$ cat config.mk
export PLATFORM = sky130hd
export DESIGN_NAME = vga_frame_reader
export DESIGN_NICKNAME = d
export VERILOG_FILES = /design/src/rtl/vga_frame_reader.sv
export SDC_FILE = /design/constraint.sdc
export NUM_CORES = 1
export LEC_CHECK = 0
export BUFFER_PORTS_ARGS = -buffer_cell sky130_fd_sc_hd__clkbuf_2
export CORE_UTILIZATION = 47
export DETAILED_ROUTE_END_ITERATION = 7
export HOLD_SLACK_MARGIN = 0.08
export PLACE_DENSITY = 0.75
export SETUP_SLACK_MARGIN = 0.02
export SLEW_MARGIN = 0
export SYNTH_ARGS = -nofsm -noshare
export SYNTH_HDL_FRONTEND = slang
export SYNTH_SLANG_ARGS = --single-unit
$ cat constraint.sdc
create_clock -name clk -period 1.9 [get_ports clk]
set_input_delay 0 -clock clk [delete_from_list [all_inputs] [get_ports clk]]
set_output_delay 0 -clock clk [all_outputs]
set_load 0.05 [all_outputs]
$ cat src/rtl/vga_frame_reader.sv
// vga_frame_reader
//   Read side of the camera frame buffer. It generates 640x480@60 VGA timing,
//   strobes both SDRAM read FIFOs once per active pixel and rebuilds 10-bit RGB
//   from the two packed 16-bit words. A built-in colour-bar generator can
//   replace the FIFO data, and the mode is switched only on frame boundaries.
//
// Ports
//   clk, rst_n            pixel clock, synchronous active-low reset
//   iRD1_DATA             FIFO 1 word {x, G[9:5], B[9:0]}
//   iRD2_DATA             FIFO 2 word {x, G[4:0], R[9:0]}
//   iTest_Mode            0 = frame buffer, 1 = colour bars (sampled at (0,0))
//   oRequest              read strobe to both FIFOs (data valid one cycle later)
//   oVGA_R/G/B            10-bit colour, zero outside the active area
//   oH_SYNC, oV_SYNC      active-low syncs
//   oBLANK_N              high during active video
//   oFrame_Start          one-cycle pulse with output pixel (0,0)
//   oFrame_Cont           completed-frame counter
module vga_frame_reader #(
    parameter int H_ACTIVE = 640,
    parameter int H_FP     = 16,
    parameter int H_SYNC   = 96,
    parameter int H_BP     = 48,
    parameter int V_ACTIVE = 480,
    parameter int V_FP     = 10,
    parameter int V_SYNC   = 2,
    parameter int V_BP     = 33
) (
    input  logic        clk,
    input  logic        rst_n,
    input  logic [15:0] iRD1_DATA,
    input  logic [15:0] iRD2_DATA,
    input  logic        iTest_Mode,
    output logic        oRequest,
    output logic [9:0]  oVGA_R,
    output logic [9:0]  oVGA_G,
    output logic [9:0]  oVGA_B,
    output logic        oH_SYNC,
    output logic        oV_SYNC,
    output logic        oBLANK_N,
    output logic        oFrame_Start,
    output logic [15:0] oFrame_Cont
);

    localparam int H_TOTAL = H_ACTIVE + H_FP + H_SYNC + H_BP;
    localparam int V_TOTAL = V_ACTIVE + V_FP + V_SYNC + V_BP;
    localparam int HW      = $clog2(H_TOTAL);
    localparam int VW      = $clog2(V_TOTAL);
    localparam int BAR_W   = 80;

    localparam logic [HW-1:0] H_LAST   = HW'(H_TOTAL - 1);
    localparam logic [VW-1:0] V_LAST   = VW'(V_TOTAL - 1);
    localparam logic [HW-1:0] H_ACT    = HW'(H_ACTIVE);
    localparam logic [VW-1:0] V_ACT    = VW'(V_ACTIVE);
    localparam logic [HW-1:0] HS_START = HW'(H_ACTIVE + H_FP);
    localparam logic [HW-1:0] HS_END   = HW'(H_ACTIVE + H_FP + H_SYNC);
    localparam logic [VW-1:0] VS_START = VW'(V_ACTIVE + V_FP);
    localparam logic [VW-1:0] VS_END   = VW'(V_ACTIVE + V_FP + V_SYNC);

    // counters and frame-level state
    logic [HW-1:0] h_cnt_q, h_cnt_d;
    logic [VW-1:0] v_cnt_q, v_cnt_d;
    logic          mode_q, mode_d;
    logic [15:0]   frame_cnt_q, frame_cnt_d;

    // stage 1: flags for the pixel whose FIFO data is arriving this cycle
    logic          s1_act_q, s1_act_d;
    logic          s1_hs_n_q, s1_hs_n_d;
    logic          s1_vs_n_q, s1_vs_n_d;
    logic          s1_fs_q, s1_fs_d;
    logic [HW-1:0] s1_x_q, s1_x_d;

    // stage 2: output registers
    logic [9:0]    r_q, r_d, g_q, g_d, b_q, b_d;
    logic          hs_n_q, hs_n_d, vs_n_q, vs_n_d;
    logic          blank_n_q, blank_n_d, fs_q, fs_d;

    logic          active_now, at_origin, at_wrap;
    logic [2:0]    bar;

    // FIFO bit 15 carries nothing
    logic          unused_bits;
    assign unused_bits = iRD1_DATA[15] ^ iRD2_DATA[15];

    assign active_now = (h_cnt_q < H_ACT) && (v_cnt_q < V_ACT);
    assign at_origin  = (h_cnt_q == '0) && (v_cnt_q == '0);
    assign at_wrap    = (h_cnt_q == H_LAST) && (v_cnt_q == V_LAST);

    // Gated with rst_n so no read is issued while the block is held in reset;
    // the counters sit at (0,0), so the first request follows release at once.
    assign oRequest = rst_n & active_now;

    always_comb begin
        h_cnt_d     = h_cnt_q + 1'b1;
        v_cnt_d     = v_cnt_q;
        mode_d      = mode_q;
        frame_cnt_d = frame_cnt_q;
        if (h_cnt_q == H_LAST) begin
            h_cnt_d = '0;
            v_cnt_d = (v_cnt_q == V_LAST) ? '0 : v_cnt_q + 1'b1;
        end
        // mode is only taken at the frame origin so a frame never mixes sources
        if (at_origin) mode_d = iTest_Mode;
        if (at_wrap)   frame_cnt_d = frame_cnt_q + 16'd1;
    end

    always_comb begin
        s1_act_d  = active_now;
        s1_hs_n_d = !((h_cnt_q >= HS_START) && (h_cnt_q < HS_END));
        s1_vs_n_d = !((v_cnt_q >= VS_START) && (v_cnt_q < VS_END));
        s1_fs_d   = at_origin;
        s1_x_d    = h_cnt_q;
    end

    // colour for the stage-1 pixel, using FIFO data valid this cycle
    always_comb begin
        r_d       = '0;
        g_d       = '0;
        b_d       = '0;
        bar       = '0;
        hs_n_d    = s1_hs_n_q;
        vs_n_d    = s1_vs_n_q;
        blank_n_d = s1_act_q;
        fs_d      = s1_fs_q;
        if (s1_act_q) begin
            if (mode_q) begin
                // bar index bits: [2]=no green, [1]=no red, [0]=no blue
                bar = 3'(s1_x_q / HW'(BAR_W));
                r_d = {10{~bar[1]}};
                g_d = {10{~bar[2]}};
                b_d = {10{~bar[0]}};
            end else begin
                r_d = iRD2_DATA[9:0];
                g_d = {iRD1_DATA[14:10], iRD2_DATA[14:10]};
                b_d = iRD1_DATA[9:0];
            end
        end
    end

    always_ff @(posedge clk) begin
        if (!rst_n) begin
            h_cnt_q     <= '0;
            v_cnt_q     <= '0;
            mode_q      <= 1'b0;
            frame_cnt_q <= '0;
            s1_act_q    <= 1'b0;
            s1_hs_n_q   <= 1'b1;
            s1_vs_n_q   <= 1'b1;
            s1_fs_q     <= 1'b0;
            s1_x_q      <= '0;
            r_q         <= '0;
            g_q         <= '0;
            b_q         <= '0;
            hs_n_q      <= 1'b1;
            vs_n_q      <= 1'b1;
            blank_n_q   <= 1'b0;
            fs_q        <= 1'b0;
        end else begin
            h_cnt_q     <= h_cnt_d;
            v_cnt_q     <= v_cnt_d;
            mode_q      <= mode_d;
            frame_cnt_q <= frame_cnt_d;
            s1_act_q    <= s1_act_d;
            s1_hs_n_q   <= s1_hs_n_d;
            s1_vs_n_q   <= s1_vs_n_d;
            s1_fs_q     <= s1_fs_d;
            s1_x_q      <= s1_x_d;
            r_q         <= r_d;
            g_q         <= g_d;
            b_q         <= b_d;
            hs_n_q      <= hs_n_d;
            vs_n_q      <= vs_n_d;
            blank_n_q   <= blank_n_d;
            fs_q        <= fs_d;
        end
    end

    assign oVGA_R       = r_q;
    assign oVGA_G       = g_q;
    assign oVGA_B       = b_q;
    assign oH_SYNC      = hs_n_q;
    assign oV_SYNC      = vs_n_q;
    assign oBLANK_N     = blank_n_q;
    assign oFrame_Start = fs_q;
    assign oFrame_Cont  = frame_cnt_q;

endmodule
After elaboration in Yosys (flattened, before gate mapping):

Cells that the tools add are included.

* output and inout bits: 51
* register bits: 85
* input bits: 35
* logic and storage cells: 48

* bitwise operators: 5
* eq/ne operators: 2
* add/sub/neg operators: 3
* multiplexer cells: 4
* $lt $le $gt $ge: 6
* reductions and logical operators: 11
* div/mod/pow operators: 1

Operators by type and width (count)
* two-way mux 10 bit: 4
* adder 10 x 1 -> 10 bit (second input constant): 2
* == test 10 bit (second input constant): 2
* logical NOT 10 bit: 2
* < comparator 10 bit (second input constant): 2
* < comparator 10 x 9 -> 1 bit (second input constant): 2
* adder 16 x 1 -> 16 bit (second input constant): 1
* divider 10 x 7 -> 10 bit (second input constant): 1
* greater-or-equal comparator 10 bit (second input constant): 1
* greater-or-equal comparator 10 x 9 -> 1 bit (second input constant): 1
* logical AND 1 bit: 5
* inverter 1 bit: 4
* logical NOT 1 bit: 2
* AND reduction 2 bit: 1
* OR reduction 2 bit: 1
* bitwise AND 1 bit: 1

Logic depth before layout (Yosys ltp):

Gate-level depths: netlist of run 1.

* depth after elaboration: 3
* depth in mapped cells: 7

Worst setup path after synthesis of run 1:

OpenSTA, ideal clock, no wires.

* path type: reg-to-output
* start: register v_cnt_q[7]
* end: output port oRequest
* setup slack: -385 ps
* data required time: 1900 ps
* cell stages (with the launch flop): 4
* arrival: 2285 ps
* path buffers: 0
* cells stage by stage: dfxtp_1 and3_1 and2_1 nor4b_1

* longest elaborated chain between the ends: 3

RTL lines
* start, declared: RTL line 61 `logic [VW-1:0] v_cnt_q, v_cnt_d;`
* start signal, assigned: RTL line 159 `v_cnt_q <= v_cnt_d;`
* < comparator 10 x 9 -> 1 bit: RTL line 84 `assign active_now = (h_cnt_q < H_ACT) && (v_cnt_q < V_ACT);`
* logical AND 1 bit: RTL line 84
* bitwise AND 1 bit: RTL line 90 `assign oRequest = rst_n & active_now;`
* end, declared: RTL line 33 `output logic oRequest,`

No other way between the ends.

Worst setup path after layout of run 1:

* start: register h_cnt_q[7]
* end: register frame_cnt_q[8], in the netlist oFrame_Cont[8]

* longest elaborated chain between the ends: 2

RTL lines
* start, declared: RTL line 60 `logic [HW-1:0] h_cnt_q, h_cnt_d;`
* start signal, assigned: RTL line 158 `h_cnt_q <= h_cnt_d;`
* == test 10 bit: RTL line 86 `assign at_wrap = (h_cnt_q == H_LAST) && (v_cnt_q == V_LAST);`
* logical AND 1 bit: RTL line 86
* end signal, assigned: RTL line 161 `frame_cnt_q <= frame_cnt_d;`
* end, declared: RTL line 63 `logic [15:0] frame_cnt_q, frame_cnt_d;`

No other way between the ends.
A chain may end at the register's enable or synchronous reset.

==> impl_metrics.ini, run 1 <==
[flow_run]
drv_cap = 0

[final_layout]
syn_to_final_growth_pct = 40.9
antenna_cells = 0
layout-drive-gt1-share_pct = 30.3
fill_cells = 525
multi_input_area_sq_mm = 0.00171
fin_nets = 569
final_cells = 630
fin_area_sq_mm = 0.00475
final_util_pct = 69.2
seq_area_sq_mm = 0.00163

[critical_path]
path_buf_inv = 0
crit_required_ps = 2190
cp_slowest_stage_delay_ps = 640
slowest_stage = or4_4
path_cells = nand4b_1, or4_4, or4_1, a21oi_1
crit_type = flip-flop to flip-flop
arrival_ps = 2230
cp_top_family = simple AND/OR/NAND/NOR gates
worst_setup_path_end_kind = flip-flop
crit_cells = 4
crit_path_start_kind = flip-flop
ff2ff_setup_slack_ps = -40
worstPathMaxFanout = 7
rr_worst_depth = 4

[logic_synthesis]
async_flop_share_pct = 0
synth-seq-cells = 81
yosysSeqAreaShare_pct = 48.1
synthFlopType = dfxtp_1
yosys_warnings = 0
synth.area.top_cells = dfxtp_1, a21oi_1, o21ai_0
yosysTopAreaCellShare_pct = 48.1
synth_top_cell_by_area = dfxtp_1
synth_edf_count = 0
yosysMostFrequentCell = dfxtp_1
synthCells = 383
synth_commonest_cells = dfxtp_1, nand2_1, a21oi_1, o21ai_0, nor2_1
ys_types = 46
syn_nets = 423
synth_area_sq_mm = 0.00337
postSynthAreaPerCell_sq_um = 8.80

[timing]
period_share_pct = 102
finalSetupViolCount = 3
worst_pin_slew_ps = 422
setup_slack_ps = -40.5
max-slew-margin-rel_pct = 71.7
rsz0062_at_grt = yes
period_needed_ps = 1940
holdWs_ps = 388
fin_skew_ps = 8.90
timing_hold_violations_final = 0
timing.fmax_ghz = 0.515
finalSetupTns_ps = -87.3
slew_violations = 0

[global_routing]
overflow = 0
grt_pass1_wl_mm = 14.1
grt_max_degree = 25
grt_usage_pct = 24.0
antenna_found_initial = 0
grt_pass1_vias = 3037

[outcome]
violations = setup timing
status = finished with violations

[floorplanning]
fp.dieH_um = 86.7
pin_count = 86
core_area_sq_mm = 0.00687
rows = 30
dieWidth_um = 86.7
start_util_pct = 49.1
die_area_sq_mm = 0.00752

[drt]
dr.pass1.iters = 5
initialDrtViolationCount = 99
viasPerCell = 5.31
drc = 0
num_vias = 3346
avgRoutedWirePerCell_um = 14.2
routed_wl_mm = 8.96
ant_nets = 0

[power]
netSwitchingPower_uw = 952
vdd_drop_max_v = 0.000369
sw_frac_of_total_pct = 26.5
p_int_mw = 2.65
power_frac_comb_pct = 12.3
total_power_mw = 3.60
p_leak_nw = 1.96
clockPowerShare_pct = 38.5
power_density_mw_per_mm2 = 757
seqPwrFrac_pct = 49.3

[place]
place_ws_ps = -135
placedInstanceArea_sq_mm = 0.00409
placedCellCount = 577
portBuffers = 83
routabilityCongestion = 0.858
dpl.hpwl_mm = 5.31

[clock_network]
cts_tree = yes
htreeDepth = 3
clk_latency_ps = 350
cts_root_buf = clkbuf_8
cts_made_buffers = 9
clock_path_buffers = 2
clkTransAtPathRegs_ps = 90
cts_sinks = 81

[min_path]
hp-class = input port to flip-flop
min_path_cells = 4
-- state kept, by name (all words and copies together) (netlist names), 6 cells and up --
signal	flops
h_cnt_q	10
oFrame_Cont	16
oVGA_B	10
oVGA_G	10
oVGA_R	10
s1_x_q	6
v_cnt_q	10
-- area by class of cell --
type,count,share of cell area (%)
Multi-Input combinational cell,272,36.1
Sequential cell,81,34.3
Timing Repair Buffer,153,21.6
Clock buffer,9,2.61
Tap cell,96,2.53
Clock inverter,7,1.98
Inverter,12,0.948
-- cell usage in the layout, fill, tap and decap left out, types with 9 or more instances in the layout --
cell and n:
a21oi_1 31, inv_1 11, nand4_1 9, dlygate4sd3_1 32, or4_1 16, clkbuf_8 9
buf_4 37, dfxtp_1 75, o21ai_0 31, clkbuf_2 83, nand3_1 14, nand2_1 36
o31ai_1 10, nand2b_1 16, nor2_1 22, and2_1 10
-- what timing repair did --
item | in CTS | in global routing
cloned | 2 | 0
resized for setup | 5 | 13
pin swaps | 11 | 4
setup buffers | 3 | 0
setup endpoints to repair | 14 | 20
hold buffers | 32 | 0
hold endpoints to repair | 34 | 0
-- routing by layer --
metal	track usage (%)	up-vias	wire length, um
li1	-	1669	-
met1	27.9	1582	3930
met2	43.1	87	4530
met3	5.43	8	400
met4	8.64	0	103
met5	0	-	0
-- kinds of logic after synthesis --
kind of cell	Yosys count	synth area share, %
compound gates	87	14.8
xor+xnor	13	3.38
fa+ha+maj	6	2.15
buf+inv	32	4.04
flops	81	48.1
mux	1	0.297
simple gates	163	27.2
-- power by group through the flow --
stage / logic [mW] / clock network (mW) / registers, mW
global route: 0.470 / 1.48 / 1.78
CTS: 0.430 / 1.40 / 1.77
floorplan: 0.0976 / 0 / 1.97
finish: 0.441 / 1.38 / 1.77
detailed placement: 0.375 / 0 / 1.81
global placement: 0.371 / 0 / 1.81
-- tightest hold or removal path: stages --
cell,delay (ps)
dlygate4sd3_1,520
clkbuf_2,90
nand2_1,30
o21ai_0,50
-- final timing paths --
check | start | to
max | h_cnt_q[7]$_SDFF_PP0_ | oFrame_Cont[8]$_SDFFE_PN0P_
min | iRD1_DATA[7] | oVGA_B[7]$_SDFF_PN0_
max reg2reg | h_cnt_q[7]$_SDFF_PP0_ | oFrame_Cont[8]$_SDFFE_PN0P_
min reg2reg | s1_vs_n_q$_SDFF_PN1_ | oV_SYNC$_SDFF_PN1_
(Power assumes the default switching activity.)
==> inputs of run 2 (changes only) <==
--- a/config.mk
+++ b/config.mk
@@ -6,10 +6,10 @@
 export NUM_CORES = 1
 export LEC_CHECK = 0
 export BUFFER_PORTS_ARGS = -buffer_cell sky130_fd_sc_hd__clkbuf_2
-export CORE_UTILIZATION = 47
+export CORE_UTILIZATION = 50
 export DETAILED_ROUTE_END_ITERATION = 7
 export HOLD_SLACK_MARGIN = 0.08
-export PLACE_DENSITY = 0.75
+export PLACE_DENSITY = 0.76
 export SETUP_SLACK_MARGIN = 0.02
 export SLEW_MARGIN = 0
 export SYNTH_ARGS = -nofsm -noshare
==> constraint.sdc (replaced) <==
create_clock -name clk -period 1.95 [get_ports clk]
set_input_delay 0 -clock clk [delete_from_list [all_inputs] [get_ports clk]]
set_output_delay 0 -clock clk [all_outputs]
set_load 0.05 [all_outputs]
==> run 2 against run 1 <==
Routed wire length shrank 3.1%. The flow finishes with violations (DRC). Die area shrank 5.9%. Fmax is essentially flat. Critical path type unchanged. Cell area shrank 2.1%. Clock power shrank 16%. Largest cell class unchanged. Utilization grew 3.3 points.
==> impl_metrics.ini, run 2 (synthesis gave the netlist of run 1 again) <==
[final_layout]
largest_reg_flops = 16
fin_area_sq_mm = 0.00465
final_cells = 605
layout-drive-gt1-share_pct = 29.9
final_cell_mix = clkbuf_2, dfxtp_1, nand2_1
fin_nets = 563
layout_commonest_cell = clkbuf_2
antenna_cells = 0
syn_to_final_growth_pct = 37.9

[timing]
fin_skew_ps = 12.6
worst_pin_slew_ps = 645
finalSetupViolCount = 0
timing.fmax_ghz = 0.515
max-slew-margin-rel_pct = 56.8
period_share_pct = 99.6
period_needed_ps = 1940
setup_slack_ps = 8.60
rsz0062_at_grt = yes
slew_violations = 0
timing_hold_violations_final = 0

[clock_network]
clk_latency_ps = 370
cts_sinks = 81
clock_path_buffers = 2
cts_root_buf = clkbuf_8
clkTransAtPathRegs_ps = 90
cts_made_buffers = 9
htreeDepth = 3
cts_tree = yes

[power]
netSwitchingPower_uw = 975
seqPwrFrac_pct = 52.0
power_frac_comb_pct = 13.0
sw_frac_of_total_pct = 29.4
p_leak_nw = 1.92
p_int_mw = 2.34
power_density_mw_per_mm2 = 714
vdd_drop_max_v = 0.000609
clockPowerShare_pct = 35.0
total_power_mw = 3.32

[floorplanning]
rows = 29
fp.dieH_um = 84.1
pin_count = 86
start_util_pct = 52.5
dieWidth_um = 84.1
core_area_sq_mm = 0.00642
die_area_sq_mm = 0.00708

[min_path]
hp-class = input port to flip-flop

[drt]
ant_nets = 0
num_vias = 3320
dr.pass1.iters = 6
avgRoutedWirePerCell_um = 14.3
drc = 21
initialDrtViolationCount = 214
routed_wl_mm = 8.68
viasPerCell = 5.49

[place]
placedCellCount = 553
placedInstanceArea_sq_mm = 0.00403
portBuffers = 83
place_ws_ps = -99.3
routabilityCongestion = 0.867
dpl.hpwl_mm = 5.34

[global_routing]
grt_pass1_wl_mm = 13.8
grt_usage_pct = 24.5
grt_max_degree = 25
antenna_found_initial = 0
grt_pass1_vias = 3070
overflow = 0

[critical_path]
crit_required_ps = 2260
worstPathMaxFanout = 8
crit_path_start_kind = flip-flop
worst_setup_path_end_kind = flip-flop
crit_type = flip-flop to flip-flop
arrival_ps = 2250

[flow_run]
drv_cap = 0

[outcome]
status = finished with violations
violations = DRC
-- run 2: cell types whose count changed in the layout (fill, tap and decap cells not counted), sizes merged --
cell	delta
bufinv	-2
inv	+2
buf	-6
-- run 2: layout make-up --
class	instances	area [sq um]
Clock buffer	9	124
Clock inverter	7	61.3
Fill cell	473	1770
Inverter	12	45.0
Multi-Input combinational cell	272	1720
Sequential cell	81	1630
Tap cell	77	96.3
Timing Repair Buffer	147	980
-- run 2: power groups by stage --
stage          sequential, mW  clock (mW)  combinational (mW)
2_1_floorplan            1.92           0              0.0951
3_5_place_dp             1.76           0               0.369
4_1_cts                  1.73        1.17               0.422
5_1_grt                  1.73        1.25               0.459
6_report                 1.73        1.16               0.431
3_3_place_gp             1.76           0               0.363
-- run 2: layer usage --
layer  vias up  part of all wire [%]  global-route usage [%]  wire length [um]
met1      1553                    43                    29.4              3750
met3        14                   4.7                    6.03               409
met5         -                     0                       0                 0
li1       1655                     -                       -                 -
met4         0                   1.6                    9.56               142
met2        98                    50                    42.3              4380
-- run 2: timing repair --
action,4_1_cts,5_1_grt
hold buffers,32,0
hold endpoints to repair,34,0
resized for setup,7,13
pin swaps,4,10
cloned,2,0
buffers inserted,1,1
endpoints found under the setup margin,14,16
-- run 2: through the flow --
stage               hold WS, ps  utilization (%)  TNS [ps]
floorplan                   109                -     -3.80
global placement            195             62.8      -104
detailed placement          202             62.8      -528
CTS                         366             71.5     -4.23
global route                365             72.4      -148
finish                      366             72.4         0
-- run 2: path summary, 6_finish.rpt --
path                                       startpoint                            to  slack [ps]  depth (start not counted)
worst max-delay path            h_cnt_q[1]$_SDFF_PP0_  oFrame_Cont[11]$_SDFFE_PN0P_           9                          5
worst min-delay path                     iRD2_DATA[5]          oVGA_R[5]$_SDFF_PN0_         370                          4
worst max register to register  h_cnt_q[1]$_SDFF_PP0_  oFrame_Cont[11]$_SDFFE_PN0P_           9                          5
worst min register to register   s1_vs_n_q$_SDFF_PN1_            oV_SYNC$_SDFF_PN1_         420                          1
-- run 2: critical path: stages (launching register included) --
cell and delay, ps:
dfxtp_2 360, ha_4 160, nand3_4 100, or4_4 590, or4_4 520, a21oi_1 150
==> inputs of run 3 (changes only) <==
--- a/config.mk
+++ b/config.mk
@@ -7,6 +7,7 @@
 export LEC_CHECK = 0
 export BUFFER_PORTS_ARGS = -buffer_cell sky130_fd_sc_hd__clkbuf_2
 export CORE_UTILIZATION = 50
+export CTS_BUF_LIST = sky130_fd_sc_hd__clkbuf_4
 export DETAILED_ROUTE_END_ITERATION = 7
 export HOLD_SLACK_MARGIN = 0.08
 export PLACE_DENSITY = 0.76
==> run 3 against run 2 <==
Utilization decreased by 0.12 points. Sequential power about the same. Cell area is 0.16% lower. Fmax decreased by 0.75%. Largest power group unchanged. Final cell count increased by 0.33%. Clock power fell by 21%. Clock skew increased by 9.9 ps. Via count barely moved. First-iteration DRC count shrank 0.47%. The flow finishes with violations (DRC, setup timing). Sequential cell count did not move. Clock-buffer cell count is the same. Sequential share of layout area increased by 0.11 points.
==> impl_metrics.ini, run 3 (synthesis gave the netlist of run 1 again) <==
[drt]
ant_nets = 0
num_vias = 3323
routed_wl_mm = 8.67
drc = 20
avgRoutedWirePerCell_um = 14.3
dr.pass1.iters = 6
initialDrtViolationCount = 213
viasPerCell = 5.47

[floorplanning]
rows = 29
fp.dieH_um = 84.1
dieWidth_um = 84.1
pin_count = 86
core_area_sq_mm = 0.00642
start_util_pct = 52.5
die_area_sq_mm = 0.00708

[clock_network]
clkTransAtPathRegs_ps = 150
clk_latency_ps = 430
clock_path_buffers = 2
cts_made_buffers = 9
cts_root_buf = clkbuf_4
cts_tree = yes
cts_sinks = 81
htreeDepth = 3

[timing]
timing.fmax_ghz = 0.511
finalSetupTns_ps = -11.3
fin_skew_ps = 22.5
slew_violations = 0
rsz0062_at_grt = yes
timing_hold_violations_final = 0
max-slew-margin-rel_pct = 55.2
period_needed_ps = 1960
finalSetupViolCount = 2
worst_pin_slew_ps = 668
period_share_pct = 100
setup_slack_ps = -6.05
holdWs_ps = 301

[global_routing]
grt_max_degree = 25
grt_pass1_wl_mm = 13.8
antenna_found_initial = 0
overflow = 0
grt_pass1_vias = 3039
grt_usage_pct = 24.2

[critical_path]
path_cells = ha_4, nand3_4, or4_4, or4_4, a21oi_1
crit_path_start_kind = flip-flop
arrival_ps = 2330
slowest_stage = or4_4
cp_slowest_stage_delay_ps = 600
worstPathMaxFanout = 8
worst_setup_path_end_kind = flip-flop
crit_required_ps = 2320
worst_path_most_repeated_cell = or4_4
crit_type = flip-flop to flip-flop

[place]
routabilityCongestion = 0.867
dpl.hpwl_mm = 5.34
portBuffers = 83
placedInstanceArea_sq_mm = 0.00403

[outcome]
status = finished with violations
violations = DRC, setup timing

[final_layout]
largest_reg_flops = 16
syn_to_final_growth_pct = 37.7
layout_commonest_cell = clkbuf_2
final_cell_mix = clkbuf_2, dfxtp_1, nand2_1
fill_cells = 470
antenna_cells = 0
fin_nets = 565
final_util_pct = 72.3
layout-drive-gt1-share_pct = 31.7
fin_area_sq_mm = 0.00464

[power]
seqPwrFrac_pct = 56.1
p_int_mw = 2.15
netSwitchingPower_uw = 936
vdd_drop_max_v = 0.000349
p_leak_nw = 1.91
sw_frac_of_total_pct = 30.4
total_power_mw = 3.08
power_frac_comb_pct = 14.0
clockPowerShare_pct = 29.9
power_density_mw_per_mm2 = 664

[flow_run]
drv_cap = 0

[min_path]
hp-class = input port to flip-flop
## run 3: through the flow
| stage | instances | setup slack [ps] |
|---|---|---|
| final | 607 | -6.05 |
| after global routing | 607 | -46.1 |
| after CTS | 605 | -34.3 |
| after detailed placement | 553 | -99.3 |
| after global placement | 553 | -46.1 |
| after floorplan | 383 | -3.80 |
## run 3: layout make-up
class                      count  area [sq um]  share of cell area (%)
clock buffer                   9          67.6                    1.46
inverter                      12          45.0                   0.970
multi-input combinational    272          1740                    37.5
timing repair buffer         149          1000                    21.6
sequential                    81          1630                    35.1
clock inverter                 7          61.3                    1.32
tap                           77          96.3                    2.07
## run 3: path summary, 6_finish.rpt
kind	start	endpoint	slack [ps]	cells after the start
max	h_cnt_q[0]$_SDFF_PP0_	oFrame_Cont[11]$_SDFFE_PN0P_	-6	5
min	iRD2_DATA[9]	oVGA_R[9]$_SDFF_PN0_	300	4
max reg2reg	h_cnt_q[0]$_SDFF_PP0_	oFrame_Cont[11]$_SDFFE_PN0P_	-6	5
min reg2reg	s1_vs_n_q$_SDFF_PN1_	oV_SYNC$_SDFF_PN1_	430	1
## run 3: worst max-delay path, delay by kind of cell, from the launching register on
kind	cells	cell delay (ps)
compound gates	1	150
fa+ha+maj	1	160
simple gates	3	1220
flops	1	380
## run 3: per-layer routing
layer	part of all wire [%]	up-vias	global-route usage, %	routed length (um)
met5	0	-	0	0
met4	1.4	0	8.62	125
met3	5.7	14	5.44	495
met2	50	107	42.0	4380
met1	42	1541	29.4	3670
li1	-	1661	-	-
## run 3: repair_timing
| action | CTS | global route |
|---|---|---|
| gates resized for setup | 7 | 23 |
| cloned | 2 | 0 |
| endpoints found under the hold margin | 50 | 0 |
| setup buffers | 2 | 2 |
| setup endpoints to repair | 14 | 15 |
| pin swaps | 5 | 12 |
| hold buffers | 32 | 0 |
## run 3: power by group through the flow
stage | Combinational, mW | Sequential (mW) | Clock, mW
floorplan | 0.0951 | 1.92 | 0
global placement | 0.363 | 1.76 | 0
detailed placement | 0.369 | 1.76 | 0
CTS | 0.423 | 1.73 | 0.939
global route | 0.460 | 1.73 | 1.02
finish | 0.433 | 1.73 | 0.921
